$ cat src/rtl/conv_pkg.sv
// rtl/conv_pkg.sv - shared constants and parity helper for the convolutional encoder
package conv_pkg;

  localparam int         CONV_K_DEFAULT  = 3;
  localparam int         CONV_K_MIN      = 2;
  localparam int         CONV_K_MAX      = 8;
  localparam logic [2:0] CONV_G1_DEFAULT = 3'b111;
  localparam logic [2:0] CONV_G2_DEFAULT = 3'b101;

  // Generator taps line up bit-for-bit with the shift register (bit 0 = newest bit).
  // Narrower registers are zero-extended by the caller, so unused high taps drop out.
  function automatic logic parity_tap(input logic [CONV_K_MAX-1:0] sr,
                                      input logic [CONV_K_MAX-1:0] g);
    return ^(sr & g);
  endfunction

endpackage

$ cat src/rtl/conv_parity.sv
// rtl/conv_parity.sv - AND-XOR reduction of one generator polynomial against the register
module conv_parity
  import conv_pkg::*;
#(
  parameter int         K = CONV_K_DEFAULT,
  parameter logic [K-1:0] G = CONV_G1_DEFAULT
) (
  input  logic [K-1:0] sr,
  output logic         p
);

  // Parity of the tapped register bits; purely combinational.
  always_comb begin
    p = parity_tap(CONV_K_MAX'(sr), CONV_K_MAX'(G));
  end

endmodule

$ cat src/rtl/conv_encoder.sv
// rtl/conv_encoder.sv - rate-1/2 feed-forward convolutional encoder (optional flush port: CONVENC_FLUSH_EN)
module conv_encoder
  import conv_pkg::*;
#(
  parameter int           K  = CONV_K_DEFAULT,
  parameter logic [K-1:0] G1 = CONV_G1_DEFAULT,
  parameter logic [K-1:0] G2 = CONV_G2_DEFAULT
) (
  input  logic         clk,
  input  logic         reset,
  input  logic         data,
  input  logic         load,
  input  logic [K-1:0] seed,
`ifdef CONVENC_FLUSH_EN
  input  logic         flush,
`endif
  output logic         v1,
  output logic         v2
);

  if ((K < CONV_K_MIN) || (K > CONV_K_MAX)) begin : g_bad_k
    $error("conv_encoder: K=%0d outside legal range %0d..%0d", K, CONV_K_MIN, CONV_K_MAX);
  end
  if (G1 == '0) begin : g_bad_g1
    $error("conv_encoder: generator G1 must be nonzero");
  end
  if (G2 == '0) begin : g_bad_g2
    $error("conv_encoder: generator G2 must be nonzero");
  end

  logic [K-1:0] sr_q, sr_d;
  logic         v1_q, v1_d;
  logic         v2_q, v2_d;
  logic [K-1:0] sr_next;
  logic         shift_bit;
  logic         p1, p2;

  // Bit entering the register: data, or a forced 0 while terminating the trellis.
  always_comb begin
    shift_bit = data;
`ifdef CONVENC_FLUSH_EN
    if (flush) shift_bit = 1'b0;
`endif
    sr_next = {sr_q[K-2:0], shift_bit};
  end

  // Outputs are computed from the post-shift state so the new bit contributes immediately.
  conv_parity #(.K(K), .G(G1)) u_parity_g1 (.sr(sr_next), .p(p1));
  conv_parity #(.K(K), .G(G2)) u_parity_g2 (.sr(sr_next), .p(p2));

  // Next-state selection: a seed load overrides shifting and silences the outputs.
  always_comb begin
    sr_d = sr_next;
    v1_d = p1;
    v2_d = p2;
    if (load) begin
      sr_d = seed;
      v1_d = 1'b0;
      v2_d = 1'b0;
    end
  end

  // State and coded-bit registers; reset clears history without waiting for a clock.
  always_ff @(posedge clk or negedge reset) begin
    if (!reset) begin
      sr_q <= '0;
      v1_q <= 1'b0;
      v2_q <= 1'b0;
    end else begin
      sr_q <= sr_d;
      v1_q <= v1_d;
      v2_q <= v2_d;
    end
  end

  assign v1 = v1_q;
  assign v2 = v2_q;

endmodule

$ cat config.mk
export PLATFORM = sky130hd
export DESIGN_NAME = conv_encoder
export DESIGN_NICKNAME = d
export VERILOG_FILES = /design/src/rtl/conv_pkg.sv /design/src/rtl/conv_parity.sv /design/src/rtl/conv_encoder.sv
export SDC_FILE = /design/constraint.sdc
export NUM_CORES = 1
export LEC_CHECK = 0
export BUFFER_PORTS_ARGS = -buffer_cell sky130_fd_sc_hd__buf_2
export CAP_MARGIN = 20
export CORE_AREA = 2 2 39 41
export DETAILED_ROUTE_END_ITERATION = 8
export DIE_AREA = 0 0 41 43
export PLACE_DENSITY_LB_ADDON = 0.15
export SLEW_MARGIN = 10
export SYNTH_ARGS = -nofsm -noshare
export SYNTH_HDL_FRONTEND = slang
export SYNTH_HIERARCHICAL = 1
export SYNTH_SLANG_ARGS = --single-unit
$ cat constraint.sdc
create_clock -name clk -period 1.4 [get_ports clk]
set_input_delay 0.28 -clock clk [delete_from_list [all_inputs] [get_ports clk]]
set_output_delay 0.28 -clock clk [all_outputs]
set_load 0.03 [all_outputs]
==> results.toml, run 1 <==
[outcome]
status = "complete, no violations"

[drt]
vias = 113
drc_errors = 0
wl_per_cell_um = 8.378
via_per_inst = 3.054
ant_nets = 0
wirelength_um = 310
drt_first_pass_iters = 1
drtIter0Drc = 0

[synthesis]
synth_warnings = 6
ys_types = 5
synthesis.nets = 17
syn_avg_cell_area_um2 = 17.27
synth_cells = 10
yosys.area.top_type = "dfrtp_1"
synth_top_area_share_pct = 57.97
synth_seq_cells = 4
yosysSeqAreaShare_pct = 57.97
syn_area_um2 = 172.7
synthTopCellsByArea = "dfrtp_1, xor3_1, mux2_2"

[critical_path]
worstSetupStartpoint = "sr_q[0]$_DFF_PN0_"
rr_startpoint = "sr_q[0]$_DFF_PN0_"
worstSetupEndpointType = "flop"
worstPathMaxFanout = 2
crit_arrival_ns = 1.16
crit_type = "reg2reg"
worst-r2r-cell-count = 2
start_kind = "flop"
critPathRequiredTime_ns = 1.52

[power_and_ir_drop]
power_leakage_nw = 0.1336
finalPower_mw = 0.3326
peakVddDrop_uv = 524.4
p_per_area_mw_per_mm2 = 1278

[timing]
clock_skew_ns = 0.006044
rsz0062_at_grt = "no"
post-route-period-util_pct = 73.84
tns_ns = 0
worst_pin_slew_ns = 0.1533
period_minus_slack_ns = 1.034
relSlewSlack_pct = 89.85
layout_setup_ws_ns = 0.3663
timing.fmax_ghz = 0.9674
setup_viol = 0
slew_viol_final = 0
report.final.hold_viol_count = 0

[clock_tree]
cts_resized = 0
path_clk_slew_ns = 0.04
clockBufferDepth = 2
cts_hold_buf = 1
root_buffer = "clkbuf_4"
clock-sinks = 4
clk_latency_ns = 0.24
cts_tree = "built"
cts_buffers = 3
htree_levels = 1
cts_setup_buffers = 0

[die]
dieArea_mm2 = 0.001763
core_mm2 = 0.001384
start_util_pct = 12.48
pin_count = 9
fp-row-count = 14
fp.dieW_um = 41
chipHeight_um = 43

[global_route]
grt_max_degree = 5
grt_antenna_before_repair = 0
grtUsageTotal_pct = 5.746
first_global_vias = 137
overflow = 0
grt_pass1_wl_um = 545

[placement]
place_inst = 33
pre_cts_ws_ns = 0.3356
gp_congestion = 0.6214
port_buffers = 7

[cells_and_area]
fill_cells = 157
ff_latch_area_um2 = 100.1
final_nets = 30
n_antenna_cell = 0
mostFrequentLayoutCells = "buf_2, dfrtp_1, clkbuf_4, and2b_2, mux2_2"
final_cells = 37
area_growth_pct = 50.72
multi_input_comb_area_um2 = 72.57
drive_above_1_share_pct = 66.67
layout_commonest_cell = "buf_2"

[flow_run]
drv_cap = 0

[min_path]
hold_class = "in2reg"
hold_depth = 2
hp-start = "seed[1]"
critical path, stage by stage (launching register included):
cell and delay, ns:
dfrtp_1 0.34, xor3_1 0.40, and2b_2 0.19
metal layers:
metal  up-vias  part of all wire [%]  GRT usage (%)
li1         56                     -              -
met1        50                    41          4.560
met2         7                    45          5.938
met3         0                    14          9.424
met4         0                     0          4.000
met5         -                     0              0
cell families after synthesis:
logic type       Yosys count  synth area share [%]
XOR/XNOR                   2                 18.84
flip-flops                 4                 57.97
AND/OR/NAND/NOR            2                 10.15
multiplexers               2                 13.04
power breakdown:
part           internal (mW)  total [mW]  switching [mW]
Sequential             0.128       0.132         0.00431
Combinational         0.0317      0.0586          0.0269
Clock                 0.0958       0.142          0.0462
Total                  0.255       0.333          0.0775
sequential cells by signal, summed over array words and instances (netlist names):
name / flops
v1: 1
sr_q: 2
v2: 1
synthesized netlist by cell type:
| library cell | n |
|---|---|
| and2b_2 | 2 |
| dfrtp_1 | 4 |
| mux2_2 | 2 |
| xor2_1 | 1 |
| xor3_1 | 1 |
per-stage QoR:
step / hold WS (ns) / utilization [%] / area (um^2)
floorplan: -0.01559 / - / 172.7
global placement: 0.09059 / 16.46 / 227.7
detailed placement: 0.09263 / 16.46 / 227.7
CTS: 0.2756 / 18.81 / 260.3
global route: 0.2762 / 18.81 / 260.3
finish: 0.2826 / 18.81 / 260.3
final timing paths:
path	end	slack (ns)
max in group asynchronous	sr_q[0]$_DFF_PN0_	0.90
min in group asynchronous	v2$_DFF_PN0_	0.38
worst min register to register	sr_q[1]$_DFF_PN0_	0.51
worst max register to register	v1$_DFF_PN0_	0.37
worst max-delay path	v1$_DFF_PN0_	0.37
worst min-delay path	sr_q[1]$_DFF_PN0_	0.28
final cells by class:
class | instances | share of cell area (%)
multi-input cells | 6 | 27.88
well taps | 16 | 7.692
repair buffers | 8 | 17.31
flip-flops and latches | 4 | 38.46
clock buffers | 3 | 8.654
Note: power is estimated with default switching activity, not from simulation.
==> run 2: changes to the inputs <==
Clock period 1.4 ns to 0.9 ns, I/O delays scaled along.
==> run 2 against run 1 <==
  * The run now ends with setup timing left
  * Setup slack lost 0.49 ns
  * Fmax grew 0.94%
  * Core utilization grew 2.5 points
  * Highest routed layer is now met4
  * Sequential cell count is the same
  * Register-to-register slack lost 0.49 ns
  * Final area grew 13%
  * First-iteration DRC count is the same
==> results.toml, run 2 (synthesized netlist as in run 1, its figures left out) <==
[placement]
pre_cts_ws_ns = -0.1383
place_inst = 35
port_buffers = 7
gp_congestion = 0.5940
postPlaceCellArea_um2 = 242.7

[timing]
setup_viol = 4
relSlewSlack_pct = 93.56
clock_skew_ns = 0.006354
report.final.hold_viol_count = 0
post-route-period-util_pct = 113.8
worst_pin_slew_ns = 0.09627
slew_viol_final = 0
timing.fmax_ghz = 0.9765
period_minus_slack_ns = 1.024
rsz0062_at_grt = "yes"
layout_setup_ws_ns = -0.1241

[cells_and_area]
fill_cells = 153
final_nets = 33
area_growth_pct = 71.01
largest_reg_flops = 2
ff_latch_area_um2 = 100.1
drive_above_1_share_pct = 70.83
n_antenna_cell = 0
layout_commonest_cell = "buf_2"
mostFrequentLayoutCells = "buf_2, dfrtp_1, clkbuf_4, buf_4"
fin_area_um2 = 295.3
post-route-util_pct = 21.34
final_cells = 40
largest_register = "sr_q"
multi_input_comb_area_um2 = 72.57

[die]
pin_count = 9
dieArea_mm2 = 0.001763
chipHeight_um = 43
fp.dieW_um = 41
core_mm2 = 0.001384
fp-row-count = 14
start_util_pct = 12.48

[global_route]
grt_antenna_before_repair = 0
grtUsageTotal_pct = 6.351
grt_pass1_wl_um = 552
overflow = 0
first_global_vias = 143
grt_max_degree = 5

[clock_tree]
root_buffer = "clkbuf_4"
path_clk_slew_ns = 0.04
cts_buffers = 3
clk_latency_ns = 0.24
clock-sinks = 4
clockBufferDepth = 2
htree_levels = 1
cts_tree = "built"

[critical_path]
worstPathCellList = "xor3_1 > and2b_2"
worstSetupEndpointType = "flop"
path_buf_inv = 0
crit_type = "reg2reg"
critPathRequiredTime_ns = 1.03
slowest_delay_ns = 0.39
start_kind = "flop"
worstPathMaxFanout = 2
critPathSlowestCell = "xor3_1"
crit_arrival_ns = 1.15
critPathTopFamily = "XOR/XNOR gates"

[power_and_ir_drop]
finalPower_mw = 0.5482
power_leakage_nw = 0.1507
clock_power_share_pct = 40.7
p_per_area_mw_per_mm2 = 1856
p_switching_mw = 0.1268
p_sw_share_pct = 23.13
peakVddDrop_uv = 745.1
pwr-share-comb_pct = 21.6
p_seq_share_pct = 37.8
p_int_mw = 0.4214

[drt]
wl_met1_um = 104
ant_nets = 0
highest_layer = "met4"
via_per_inst = 3.000
drt_first_pass_iters = 1
wl_per_cell_um = 7.800
vias = 120
drc_errors = 0
drtIter0Drc = 0
wirelength_um = 312
wl_met2_um = 139
dr_wl_met3_um = 60

[outcome]
status = "finished, violations left"
violations = "setup timing"

[min_path]
hold_class = "in2reg"

[flow_run]
drv_cap = 0
## run 2: changes by cell type in the layout (fill, tap and decap cells not counted), sizes merged
| cell | before | now |
|---|---|---|
| buf | 7 | 10 |
## run 2: worst register-to-register path, cell delays in order (launching register included)
cell and delay (ns):
dfrtp_1 0.34, xor3_1 0.39, and2b_2 0.19
## run 2: path summary, 6_finish.rpt
kind / startpoint / end / slack (ns) / cells after the start
max in group asynchronous: reset / sr_q[1]$_DFF_PN0_ / 0.50 / 2
min reg2reg: sr_q[0]$_DFF_PN0_ / sr_q[1]$_DFF_PN0_ / 0.61 / 2
min: seed[1] / sr_q[1]$_DFF_PN0_ / 0.18 / 2
min in group asynchronous: reset / v1$_DFF_PN0_ / 0.28 / 2
max: sr_q[1]$_DFF_PN0_ / v1$_DFF_PN0_ / -0.12 / 2
max reg2reg: sr_q[1]$_DFF_PN0_ / v1$_DFF_PN0_ / -0.12 / 2
## run 2: final cells by class
cell class	instances	area share [%]
sequential	4	33.90
timing repair buffer	11	27.12
multi-input combinational	6	24.58
clock buffer	3	7.627
tap	16	6.780
## run 2: power groups by stage
stage               Combinational (mW)  Sequential [mW]  Clock, mW
CTS                              0.120            0.207      0.236
global placement                0.0979            0.208          0
finish                           0.118            0.207      0.223
floorplan                       0.0368            0.229          0
global route                     0.129            0.208      0.256
detailed placement              0.0976            0.208          0
## run 2: what timing repair did
action                                  in CTS  in global routing
pin swaps                                    1                  0
buffers inserted                             1                  0
endpoints found under the setup margin       3                  4
gates resized for setup                      4                  0
endpoints found under the hold margin        4                  0
hold buffers                                 1                  0
## run 2: per-stage QoR
| step | hold slack (ns) | TNS, ns |
|---|---|---|
| after floorplan | -0.1156 | -0.09667 |
| after global placement | -0.009976 | -0.1528 |
| after detailed placement | -0.01095 | -0.1383 |
| after CTS | 0.1725 | -0.2266 |
| after global routing | 0.1781 | -0.3144 |
| final | 0.1818 | -0.1807 |
## run 2: metal layers
| layer | vias to the layer above | track usage [%] |
|---|---|---|
| li1 | 61 | - |
| met1 | 49 | 4.235 |
| met2 | 8 | 6.250 |
| met3 | 2 | 9.424 |
| met4 | 0 | 8.000 |
| met5 | - | 0 |
==> run 3: changes to the inputs <==
Settings changed: BUFFER_PORTS_ARGS -buffer_cell sky130_fd_sc_hd__buf_2 to -buffer_cell sky130_fd_sc_hd__buf_4, CAP_MARGIN 20 to 0.
==> run 3 against run 2 <==
  * The flow still finishes with violations (setup timing)
  * Final cell count up 2.5%
  * Hold slack lost 0.00060 ns
  * Sequential power hardly changed
  * Die area unchanged
  * Clock skew up 0.0012 ns
  * Non-clock buffer count rose by 1
  * Global-route usage shrank 1.0 points
  * Wire length increased by 8.3%
  * Power is 3.3% higher
  * Largest cell class is now buffers
==> results.toml, run 3 (synthesized netlist as in run 1, its figures left out) <==
[global_route]
grt_antenna_before_repair = 0
grt_pass1_wl_um = 538
overflow = 0
grtUsageTotal_pct = 5.343
grt_max_degree = 5
first_global_vias = 145

[cells_and_area]
fill_cells = 147
ff_latch_area_um2 = 100.1
final_cells = 41
largest_register = "sr_q"
area_growth_pct = 86.96
multi_input_comb_area_um2 = 76.32
final_nets = 34
fin_area_um2 = 322.8
drive_above_1_share_pct = 72.00
post-route-util_pct = 23.33
largest_reg_flops = 2
layout_commonest_cell = "buf_4"
mostFrequentLayoutCells = "buf_4, dfrtp_1, clkbuf_4, buf_6, and2b_2"
n_antenna_cell = 0

[die]
start_util_pct = 12.48
fp.dieW_um = 41
chipHeight_um = 43
core_mm2 = 0.001384
pin_count = 9
dieArea_mm2 = 0.001763
fp-row-count = 14

[min_path]
hold_depth = 2
hp-start = "seed[1]"
whs_endpoint = "sr_q[1]$_DFF_PN0_"
hold_class = "in2reg"

[critical_path]
crit_arrival_ns = 1.15
start_kind = "flop"
critPathTopFamily = "XOR/XNOR gates"
slowest_delay_ns = 0.39
path_buf_inv = 0
worstPathMaxFanout = 2
worst-r2r-cell-count = 2
critPathSlowestCell = "xor3_1"
rr_startpoint = "sr_q[1]$_DFF_PN0_"
worstPathCellList = "xor3_1 > and2b_2"
worstSetupEndpointType = "flop"
r2r_setup_slack_ns = -0.13
crit_type = "reg2reg"
r2r_end = "v1$_DFF_PN0_"
critPathRequiredTime_ns = 1.03

[clock_tree]
htree_levels = 1
cts_buffers = 3
clock-sinks = 4
clockBufferDepth = 2
clk_latency_ns = 0.24
cts_tree = "built"
path_clk_slew_ns = 0.04
root_buffer = "clkbuf_4"

[outcome]
violations = "setup timing"
status = "finished, violations left"

[timing]
worst_pin_slew_ns = 0.09933
period_minus_slack_ns = 1.026
post-route-period-util_pct = 114.0
clock_skew_ns = 0.007591
setup_viol = 4
rsz0062_at_grt = "yes"
slew_viol_final = 0
layout_setup_ws_ns = -0.1259
timing.fmax_ghz = 0.9748
report.final.hold_viol_count = 0
relSlewSlack_pct = 93.36

[placement]
place_inst = 35
gp_congestion = 0.6092
port_buffers = 7
postPlaceCellArea_um2 = 260.3

[drt]
drc_errors = 0
drtIter0Drc = 2
ant_nets = 0
wirelength_um = 338
vias = 129
via_per_inst = 3.146
drt_first_pass_iters = 2
wl_per_cell_um = 8.244

[flow_run]
drv_cap = 0

[power_and_ir_drop]
power_leakage_nw = 0.1654
p_per_area_mw_per_mm2 = 1755
peakVddDrop_uv = 702.7
run 3: changes by cell type in the layout (fill, tap and decap cells not counted), sizes merged:
cell,before,now
buf,10,11
run 3: metal layers:
metal  up-vias  global-route usage, %  routed length [um]
li1         64                      -                   -
met1        58                  4.235                 127
met2         7                  6.875                 163
met3         0                  7.853                  47
met4         0                  2.000                   0
met5         -                      0                   0
run 3: power by group:
part	switching (mW)	internal [mW]	total (mW)
combinational	0.0475	0.0883	0.136
sequential	0.00875	0.199	0.207
clock	0.0740	0.149	0.223
total	0.130	0.436	0.566
run 3: timing repair:
item / CTS / global route
resized for setup: 2 / 2
endpoints found under the setup margin: 3 / 4
hold endpoints to repair: 4 / 0
setup buffers: 1 / 2
pin swaps: 0 / 1
hold buffers: 1 / 0
run 3: stage by stage:
step	setup TNS, ns	worst slack, ns	hold WS, ns	total power, mW
after global routing	-0.2911	-0.1572	0.1790	0.6013
final	-0.1821	-0.1259	0.1812	0.5664
after CTS	-0.2564	-0.1335	0.1786	0.5651
after detailed placement	-0.1432	-0.1432	-0.02166	0.3179
after global placement	-0.1541	-0.1541	-0.02073	0.3186
after floorplan	-0.09667	-0.09667	-0.1156	0.2659
run 3: layout make-up:
cell class / instances / share of cell area, %
clock buffers: 3 / 6.977
repair buffers: 12 / 32.17
multi-input cells: 6 / 23.64
well taps: 16 / 6.202
flip-flops and latches: 4 / 31.01
run 3: how the worst max path moves through the flow:
stage | slack (ns) | end | start | cells past startpoint
after floorplan | -0.1 | v1$_DFF_PN0_ | sr_q[0]$_DFF_PN0_ | 2
after global placement | -0.15 | v1$_DFF_PN0_ | sr_q[0]$_DFF_PN0_ | 2
after detailed placement | -0.14 | v1$_DFF_PN0_ | sr_q[0]$_DFF_PN0_ | 2
after CTS | -0.13 | v1$_DFF_PN0_ | sr_q[0]$_DFF_PN0_ | 2
after global routing | -0.16 | v1$_DFF_PN0_ | sr_q[1]$_DFF_PN0_ | 2
final | -0.13 | v1$_DFF_PN0_ | sr_q[1]$_DFF_PN0_ | 2
